===== src/rtl/sync_pkg.sv =====
// Shared widths, thresholds and state encodings for the sync decoder.
package sync_pkg;

  localparam int unsigned HW          = 9;
  localparam int unsigned VW          = 11;
  localparam int unsigned PAL_THRESH  = 287;
  localparam int unsigned LOCK_FRAMES = 2;

  typedef enum logic {
    FIELD_SHORT = 1'b0,
    FIELD_LONG  = 1'b1
  } field_e;

  typedef enum logic {
    V_IDLE = 1'b0,
    V_PEND = 1'b1
  } vstate_e;

endpackage


===== src/rtl/sync_edge.sv =====
// Falling-edge detector for an active-low sync input; the registered copy
// resets high so a high input at reset release produces no edge.
module sync_edge (
  input  logic clk,
  input  logic reset,
  input  logic sync_i,
  output logic fall_c_o
);

  logic sync_q;

  always_ff @(posedge clk or posedge reset) begin
    if (reset) sync_q <= 1'b1;
    else       sync_q <= sync_i;
  end

  assign fall_c_o = sync_q & ~sync_i;

endmodule


===== src/rtl/sync_decoder.sv =====
// Recovers line/frame timing from _hsync/_vsync, measures line and frame
// length, classifies fields and regenerates beam counters and strobes.
module sync_decoder
  import sync_pkg::*;
(
  input  logic          clk,
  input  logic          reset,
  input  logic          _hsync,
  input  logic          _vsync,
  output logic [HW-1:0] hcnt,
  output logic [VW-1:0] vcnt,
  output logic [HW-1:0] htotal_m,
  output logic [VW-1:0] vtotal_m,
  output logic          lof,
  output logic          interlaced,
  output logic          pal,
  output logic          locked,
  output logic          sol,
  output logic          sof,
  output logic          err
);

  localparam int unsigned CW = $clog2(LOCK_FRAMES + 1);
  localparam logic [HW-1:0] HMAX = '1;
  localparam logic [VW-1:0] VMAX = '1;

  logic hf, vf;

  sync_edge u_hedge (.clk(clk), .reset(reset), .sync_i(_hsync), .fall_c_o(hf));
  sync_edge u_vedge (.clk(clk), .reset(reset), .sync_i(_vsync), .fall_c_o(vf));

  logic [HW-1:0] hcnt_q, hcnt_d, htotal_q, htotal_d;
  logic [VW-1:0] vcnt_q, vcnt_d, vtotal_q, vtotal_d;
  logic          lof_q, lof_d, il_q, il_d, pal_q, pal_d, locked_q, locked_d;
  logic          sol_q, sol_d, sof_q, sof_d, err_q, err_d;
  logic          dirty_q, dirty_d;
  logic [CW-1:0] clean_q, clean_d;
  vstate_e       vstate_q, vstate_d;
  field_e        pend_q, pend_d;

  logic          fs, hchg, fault, new_lof;
  field_e        fs_field;

  // Long-field window: vsync fall between 1/4 and 3/4 of the measured line
  logic [HW+1:0] tot3, win_lo, win_hi;
  logic          in_win;
  assign tot3   = {2'b00, htotal_q} + {1'b0, htotal_q, 1'b0};
  assign win_lo = {2'b00, htotal_q >> 2};
  assign win_hi = tot3 >> 2;
  assign in_win = ({2'b00, hcnt_q} >= win_lo) && ({2'b00, hcnt_q} <= win_hi);

  always_comb begin
    hcnt_d   = hcnt_q;
    htotal_d = htotal_q;
    vcnt_d   = vcnt_q;
    vtotal_d = vtotal_q;
    lof_d    = lof_q;
    il_d     = il_q;
    pal_d    = pal_q;
    locked_d = locked_q;
    vstate_d = vstate_q;
    pend_d   = pend_q;
    dirty_d  = dirty_q;
    clean_d  = clean_q;
    sol_d    = hf;
    sof_d    = 1'b0;
    err_d    = 1'b0;
    fs       = 1'b0;
    fs_field = FIELD_SHORT;
    hchg     = 1'b0;
    fault    = 1'b0;
    new_lof  = 1'b0;

    if (hf) begin
      htotal_d = hcnt_q;
      hcnt_d   = '0;
      hchg     = (hcnt_q != htotal_q);
    end else if (hcnt_q != HMAX) begin
      hcnt_d = hcnt_q + HW'(1);
      if (hcnt_q == HMAX - HW'(1)) err_d = 1'b1;
    end

    // Field classification; a long field defers the frame start to the next hf
    if (vf) begin
      if (vstate_q == V_PEND) err_d = 1'b1;
      if (hf) begin
        fs       = 1'b1;
        fs_field = FIELD_SHORT;
        vstate_d = V_IDLE;
      end else begin
        vstate_d = V_PEND;
        pend_d   = in_win ? FIELD_LONG : FIELD_SHORT;
      end
    end else if (hf && (vstate_q == V_PEND)) begin
      fs       = 1'b1;
      fs_field = pend_q;
      vstate_d = V_IDLE;
    end

    if (fs) begin
      new_lof  = (fs_field == FIELD_LONG);
      vtotal_d = vcnt_q;
      vcnt_d   = '0;
      lof_d    = new_lof;
      il_d     = new_lof ^ lof_q;
      pal_d    = (vcnt_q >= VW'(PAL_THRESH));
      sof_d    = 1'b1;
    end else if (hf && (vcnt_q != VMAX)) begin
      vcnt_d = vcnt_q + VW'(1);
      if (vcnt_q == VMAX - VW'(1)) err_d = 1'b1;
    end

    // Faults at a frame-start hf belong to the frame that just ended
    fault = err_d | hchg;
    if (fault) locked_d = 1'b0;
    if (fs) begin
      dirty_d = 1'b0;
      if (dirty_q || fault) begin
        clean_d = '0;
      end else begin
        if (clean_q != CW'(LOCK_FRAMES)) clean_d = clean_q + CW'(1);
        if (clean_q >= CW'(LOCK_FRAMES - 1)) locked_d = 1'b1;
      end
    end else if (fault) begin
      dirty_d = 1'b1;
    end
  end

  always_ff @(posedge clk or posedge reset) begin
    if (reset) begin
      hcnt_q   <= '0;
      htotal_q <= '0;
      vcnt_q   <= '0;
      vtotal_q <= '0;
      lof_q    <= 1'b0;
      il_q     <= 1'b0;
      pal_q    <= 1'b0;
      locked_q <= 1'b0;
      sol_q    <= 1'b0;
      sof_q    <= 1'b0;
      err_q    <= 1'b0;
      dirty_q  <= 1'b0;
      clean_q  <= '0;
      vstate_q <= V_IDLE;
      pend_q   <= FIELD_SHORT;
    end else begin
      hcnt_q   <= hcnt_d;
      htotal_q <= htotal_d;
      vcnt_q   <= vcnt_d;
      vtotal_q <= vtotal_d;
      lof_q    <= lof_d;
      il_q     <= il_d;
      pal_q    <= pal_d;
      locked_q <= locked_d;
      sol_q    <= sol_d;
      sof_q    <= sof_d;
      err_q    <= err_d;
      dirty_q  <= dirty_d;
      clean_q  <= clean_d;
      vstate_q <= vstate_d;
      pend_q   <= pend_d;
    end
  end

  assign hcnt       = hcnt_q;
  assign vcnt       = vcnt_q;
  assign htotal_m   = htotal_q;
  assign vtotal_m   = vtotal_q;
  assign lof        = lof_q;
  assign interlaced = il_q;
  assign pal        = pal_q;
  assign locked     = locked_q;
  assign sol        = sol_q;
  assign sof        = sof_q;
  assign err        = err_q;

endmodule

===== config.mk =====
export PLATFORM = sky130hd
export DESIGN_NAME = sync_decoder
export DESIGN_NICKNAME = d
export VERILOG_FILES = /design/src/rtl/sync_pkg.sv /design/src/rtl/sync_edge.sv /design/src/rtl/sync_decoder.sv
export SDC_FILE = /design/constraint.sdc
export NUM_CORES = 1
export LEC_CHECK = 0
export CORE_MARGIN = 4
export CORE_UTILIZATION = 58
export DETAILED_ROUTE_END_ITERATION = 8
export PLACE_DENSITY_LB_ADDON = 0.1
export SETUP_SLACK_MARGIN = 0.3
export SLEW_MARGIN = 20
export SYNTH_ARGS = -nofsm -noshare
export SYNTH_HDL_FRONTEND = slang
export SYNTH_HIERARCHICAL = 1
export SYNTH_SLANG_ARGS = --single-unit

===== constraint.sdc =====
create_clock -name clk -period 8.05 [get_ports clk]
set_input_delay 0.805 -clock clk [delete_from_list [all_inputs] [get_ports clk]]
set_output_delay 0.805 -clock clk [all_outputs]
set_load 0.005 [all_outputs]

Word level (Yosys, flattened, before mapping)
Index checks and enable logic that the tools add are counted.
{"block": "op_classes", "n_addsub": 4, "order_cmp": 4, "n_eq_ne": 6, "n_mux": 31, "bitwise": 7, "n_reduce_logical": 11}
{"cell": "1-bit 2-to-1 mux", "n": 25}
{"cell": "11-bit 2-to-1 mux", "n": 2}
{"cell": "9-bit 2-to-1 mux", "n": 2}
{"cell": "11-bit by 1-bit adder with 11-bit output (second input constant)", "n": 1}
{"cell": "9-bit by 10-bit adder with 11-bit output", "n": 1}
{"cell": "11-bit == test (second input constant)", "n": 1}
{"cell": "11-bit by 9-bit >= comparator with 1-bit output (second input constant)", "n": 1}
{"cell": "11-bit != test (second input constant)", "n": 1}
{"cell": "2-bit nonzero test", "n": 5}
{"cell": "9-bit by 1-bit adder with 9-bit output (second input constant)", "n": 1}
{"cell": "9-bit == test (second input constant)", "n": 1}
{"cell": "9-bit by 7-bit >= comparator with 1-bit output", "n": 1}
{"cell": "9-bit less-or-equal comparator", "n": 1}
{"cell": "9-bit != test", "n": 1}
{"cell": "9-bit != test (second input constant)", "n": 1}
{"cell": "2-bit 2-to-1 mux", "n": 2}
{"cell": "2-bit AND reduction", "n": 2}
{"cell": "1-bit logical AND", "n": 3}
{"cell": "1-bit inverter", "n": 3}
{"cell": "2-bit by 1-bit adder with 2-bit output (second input constant)", "n": 1}
{"cell": "1-bit AND", "n": 2}
{"cell": "2-bit by 1-bit >= comparator with 1-bit output (second input constant)", "n": 1}
{"cell": "2-bit != test (second input constant)", "n": 1}
{"cell": "1-bit logical OR", "n": 1}
{"cell": "other kinds (2)", "n": 2}
{"block": "word_totals", "ff_bits": 54, "in_bits": 4, "wordCells": 80}

Depth between registers and ports, before layout
{"block": "depth", "depth_word": 14, "depth_mapped": 13}

By module
The synthesis kept the hierarchy.
{"mod": "sync_decoder", "instances": 1, "cells_each": 340, "area_per_inst_um2": 3159.3, "seq_area_each_um2": 1301.2}
{"mod": "sync_edge", "instances": 2, "cells_each": 3, "area_per_inst_um2": 43.8, "seq_area_each_um2": 26.3}

Worst setup path before layout
OpenSTA, ideal clock, no wires.
{"block": "synth_timing", "path_type": "flip-flop to flip-flop", "startpoint": "reg htotal_q[2], in the netlist htotal_m[2]", "endpoint": "reg pend_q", "setup_time_ps": 94, "arrival_time_ps": 2989, "required_ps": 7956, "setup_slack_ps": 4967, "stages_incl_launch_ff": 12, "n_path_buf": 0, "synth_period_minus_slack_ps": 3083, "cell_sequence": "dfrtp_1 -> ha_1 -> and4_1 -> o21ai_0 -> a21oi_1 -> or4b_2 -> nand4_1 -> ha_1 -> a2111oi_0 -> a211o_1 -> a21oi_1 -> a211oi_1"}
{"block": "synth_between", "elab_chain_cells": 4}
{"item": "from (decl)", "line": "sync_decoder.sv:32", "rtl": "logic [HW-1:0] hcnt_q, hcnt_d, htotal_q, htotal_d;"}
{"item": "from (signal assigned)", "line": "sync_decoder.sv:148", "rtl": "htotal_q <= htotal_d;"}
{"item": "9-bit by 10-bit adder with 11-bit output", "line": "sync_decoder.sv:47", "rtl": "assign tot3 = {2'b00, htotal_q} + {1'b0, htotal_q, 1'b0};"}
{"item": "9-bit less-or-equal comparator", "line": "sync_decoder.sv:50", "rtl": "assign in_win = ({2'b00, hcnt_q} >= win_lo) && ({2'b00, hcnt_q} <= win_hi);"}
{"item": "1-bit logical AND (*)", "line": "sync_decoder.sv:50"}
{"item": "1-bit 2-to-1 mux (*)", "line": "sync_decoder.sv:92", "rtl": "pend_d = in_win ? FIELD_LONG : FIELD_SHORT;"}
{"item": "to (signal assigned)", "line": "sync_decoder.sv:161", "rtl": "pend_q <= pend_d;"}
{"item": "to (decl)", "line": "sync_decoder.sv:39", "rtl": "field_e pend_q, pend_d;"}
Mark *: on every way between the ends. The rest lies on a longest branch, timed or not.
A chain may end at the register's enable or synchronous reset.

Worst setup path after layout
{"block": "layout_timing", "startpoint": "in _hsync", "endpoint": "reg clean_q[0]"}
{"block": "layout_between", "elab_chain_cells": 12}
{"item": "from (decl)", "line": "sync_decoder.sv:8", "rtl": "input logic _hsync,"}
{"item": "1-bit inverter (*)", "line": "sync_edge.sv:17", "rtl": "assign fall_c_o = sync_q & ~sync_i;"}
{"item": "1-bit AND (*)", "line": "sync_edge.sv:17"}
{"item": "named net hf", "line": "sync_decoder.sv:27", "rtl": "logic hf, vf;"}
{"item": "1-bit 2-to-1 mux", "line": "sync_decoder.sv:74", "rtl": "if (hf) begin"}
{"item": "1-bit 2-to-1 mux", "line": "sync_decoder.sv:85", "rtl": "if (vstate_q == V_PEND) err_d = 1'b1;"}
{"item": "1-bit 2-to-1 mux", "line": "sync_decoder.sv:84", "rtl": "if (vf) begin"}
{"item": "1-bit 2-to-1 mux", "line": "sync_decoder.sv:110", "rtl": "if (vcnt_q == VMAX - VW'(1)) err_d = 1'b1;"}
{"item": "1-bit 2-to-1 mux", "line": "sync_decoder.sv:108", "rtl": "end else if (hf && (vcnt_q != VMAX)) begin"}
{"item": "1-bit 2-to-1 mux", "line": "sync_decoder.sv:100", "rtl": "if (fs) begin"}
{"item": "1-bit bitwise OR", "line": "sync_decoder.sv:114", "rtl": "fault = err_d | hchg;"}
{"item": "1-bit logical OR", "line": "sync_decoder.sv:118", "rtl": "if (dirty_q || fault) begin"}
{"item": "2-bit nonzero test (no source line)"}
{"item": "2-bit AND reduction (no source line)"}
{"item": "to (signal assigned)", "line": "sync_decoder.sv:159", "rtl": "clean_q <= clean_d;"}
{"item": "to (decl)", "line": "sync_decoder.sv:37", "rtl": "logic [CW-1:0] clean_q, clean_d;"}
Mark *: on every way through the listed nets, which the timed path passes. The rest lies on a longest branch.

==> qor.csv <==
metric;value;unit
status;finished, final reports clean;
cts_resized;0;
wirelength;6832;um
synth-simple-area-share;20.00;%
detailedPlace.worstSlack;4217;ps
num_vias;2582;
post-synth-top-count-cell;sky130_fd_sc_hd__nand2_1;
antenna_found_initial;0;
worstSkewPairLatency;320;ps
cts_made_buffers;5;
cts_tree;yes;
number_of_flops_mapped_to_enable_cells_by_yosys;0;
worst_ir_drop_vdd;166.9;uV
drt-pass1-iter-count;4;
timing_max_transition_violations_final;0;
floorplan.core_area;5270;sq um
distinct_cell_type_count_after_synthesis;56;
timing.critical_path.from_type;input pin;
crit_path_end_kind;flop;
ys_seq_area_share;41.70;%
global_route_wire_length_before_repair;11900;um
tns;0;ps
fp.dieW;82.82;um
share_of_the_synthesized_area_in_the_top_cell_type;40.08;%
power_density;228.0;nW/um^2
gp_routability_congestion;0.8398;
rsz0062_at_grt;no;
cp_num_buf_inv;2;
slew-limit-headroom;41.51;%
timing.final.setup_violations;0;
worstMarginPinSlew;876.3;ps
cts_root_buffer;sky130_fd_sc_hd__clkbuf_8;
post_synthesis_adder_cell_area_fraction;12.56;%
critPathTopFamily;simple AND/OR/NAND/NOR gates;
post_synth_xor_area_fraction;7.514;%
detail-route-antenna-nets;0;
crit_path_cell_trace;clkdlybuf4s50_1 > nor2b_4 > o21ai_2 > inv_2 > nand2_1 > or4_1 > or3_1 > mux2i_1;
timing.critical_path.required;8300;ps
min_period_over_period;43.04;%
grt_overflow;0;
postLayoutCoreUtil;73.86;%
max-clock-path-buffers;2;
final_skew;9.689;ps
synth_mux_area_share;0.9634;%
via_per_inst;5.577;
die-area;6859;sq um
max_freq;288.6;MHz
fin_ws;4585;ps
synth.cells.most_frequent;sky130_fd_sc_hd__nand2_1 (54), sky130_fd_sc_hd__dfrtp_1 (52), sky130_fd_sc_hd__nor2_1 (36), sky130_fd_sc_hd__ha_1 (31), sky130_fd_sc_hd__inv_1 (23);
h-tree-depth;2;
grt_start_max_net_pins;53;
cts_post_setup_buffers_inserted;0;
place.detailed.instances;455;
wl_per_cell;14.76;um
io-pin-count;51;
power.leakage;1.812;nW
timing_worst_setup_path_type;input pin to flop;
post-route-drc-count;0;
start_util;61.61;%
grt_use_total;20.79;%
drt_iter0_drc;109;
synth_area_leader_cell;sky130_fd_sc_hd__dfrtp_1;
timing_hold_violations_final;0;
post_route_cells_drive_above_1_share;5.344;%
insertedDiodeCount;0;
die_h;82.82;um
synth_area_in_compound_gates;12.60;%
buffers_on_ports;50;
synthArstFlopShare;100.0;%
dpl_cell_area;3774;sq um
worst-endpoint-arrival;3710;ps
clock_pin_slew_of_the_registers_on_the_worst_case_setup_and_hold_paths;110;ps
dp_hpwl;5012;um
area_growth;19.88;%
hold_buffers;0;
final_period_minus_worst_setup_slack;3465;ps
report.power.total;0.8873;mW
ys_dominant_reg_cell;sky130_fd_sc_hd__dfrtp_1;
synth_area;3247;sq um
first_global_vias;2493;
cts_sinks;54;
synth_top_cells_by_area;sky130_fd_sc_hd__dfrtp_1 (40%), sky130_fd_sc_hd__ha_1 (12%), sky130_fd_sc_hd__nand2_1 (6.2%);
postSynthRegisterBits;54;
stdcell_count;463;
highest_delay_cell_along_the_critical_path;sky130_fd_sc_hd__nor2b_4;
max_cap_violations;0;
worst_hold_path_type;flop to flop;
worst_path_largest_cell_delay;630;ps
hold_slack;487.4;ps
postSynthNetCount;382;
synth_warnings;6;
path_max_fanout;37;
synthesis.area_per_instance;9.384;sq um
rows;26;
largest_family_of_logic_cells_by_synthesized_area;simple AND/OR/NAND/NOR gates;
finalNetCount;428;
synth_cells;346;
final_design_area_no_fill;3892;sq um
sequential cells by signal, summed over array words and instances (netlist names):
signal and cells:
htotal_m 9, interlaced 1, vcnt 11, lof 1, u_hedge/sync_q 1, sol 1
hcnt 9, vtotal_m 11, dirty_q 1, pal 1, sof 1, vstate_q 1
pend_q 1, err 1, locked 1, clean_q 2, u_vedge/sync_q 1
area by class of cell:
cell class,count,area (sq um)
repair buffers,50,500.5
well taps,70,87.58
fillers,391,1378
multi-input cells,257,1742
flip-flops and latches,54,1354
clock inverters,3,48.80
clock buffers,5,68.82
inverters,24,91.34
worst paths after layout:
check / slack [ps] / to / start / depth (start not counted)
worst min-delay path: 490 / vtotal_m[4] / vtotal_m[4] / 2
worst min register to register: 490 / vtotal_m[4] / vtotal_m[4] / 2
max in group asynchronous: 6520 / hcnt[5] / reset / 2
worst max register to register: 4620 / pend_q / htotal_m[2] / 11
min in group asynchronous: 860 / u_hedge/sync_q / reset / 2
worst max-delay path: 4580 / clean_q[0] / _hsync / 8
metal layers:
layer | up-vias | track usage [%] | wire (um)
met5 | - | 0 | 0
met4 | 0 | 6.241 | 100
met3 | 9 | 3.861 | 351
met2 | 58 | 31.27 | 3044
met1 | 1228 | 30.54 | 3335
li1 | 1287 | - | -
kinds of logic after synthesis:
logic type,Yosys count
multiplexers,3
AND/OR/NAND/NOR,134
adder cells (fa/ha/maj),32
buffers and inverters,35
flip-flops,54
XOR/XNOR,27
AO/OA/AOI/OAI,61
report_power, final:
group / switching, mW / internal (mW) / leakage (nW)
Clock: 0.0958 / 0.0948 / 0.0563
Combinational: 0.145 / 0.177 / 1.04
Sequential: 0.0636 / 0.311 / 0.715
Total: 0.304 / 0.583 / 1.81
worst reg2reg max path, cell delays in order, from the launching register on:
cell and delay, ps:
sky130_fd_sc_hd__dfrtp_1 470, sky130_fd_sc_hd__ha_1 370, sky130_fd_sc_hd__and4_1 210, sky130_fd_sc_hd__o21ai_0 280, sky130_fd_sc_hd__a21oi_1 170, sky130_fd_sc_hd__or4b_2 620, sky130_fd_sc_hd__nand4_1 90, sky130_fd_sc_hd__ha_1 260
sky130_fd_sc_hd__a2111oi_0 440, sky130_fd_sc_hd__a211o_1 190, sky130_fd_sc_hd__a21oi_1 50, sky130_fd_sc_hd__a211oi_1 170
cell usage in the layout (no fill, tap or decap), drive strengths merged, types with 3 or more instances in the layout:
cell type      instances
dfrtp                 52
nand3                  7
o31ai                  3
xor2                  13
clkdlybuf4s50         50
nand2                 54
xnor2                 14
and4                   5
nand4                  5
clkbuf                 5
ha                    31
or3                    3
nor3                   3
a2111oi                4
a21oi                 11
inv                   24
and3                   5
o21ai                 20
nor2                  36
nor2b                  4
a211oi                 5
Note: power is estimated with default switching activity, not from simulation.
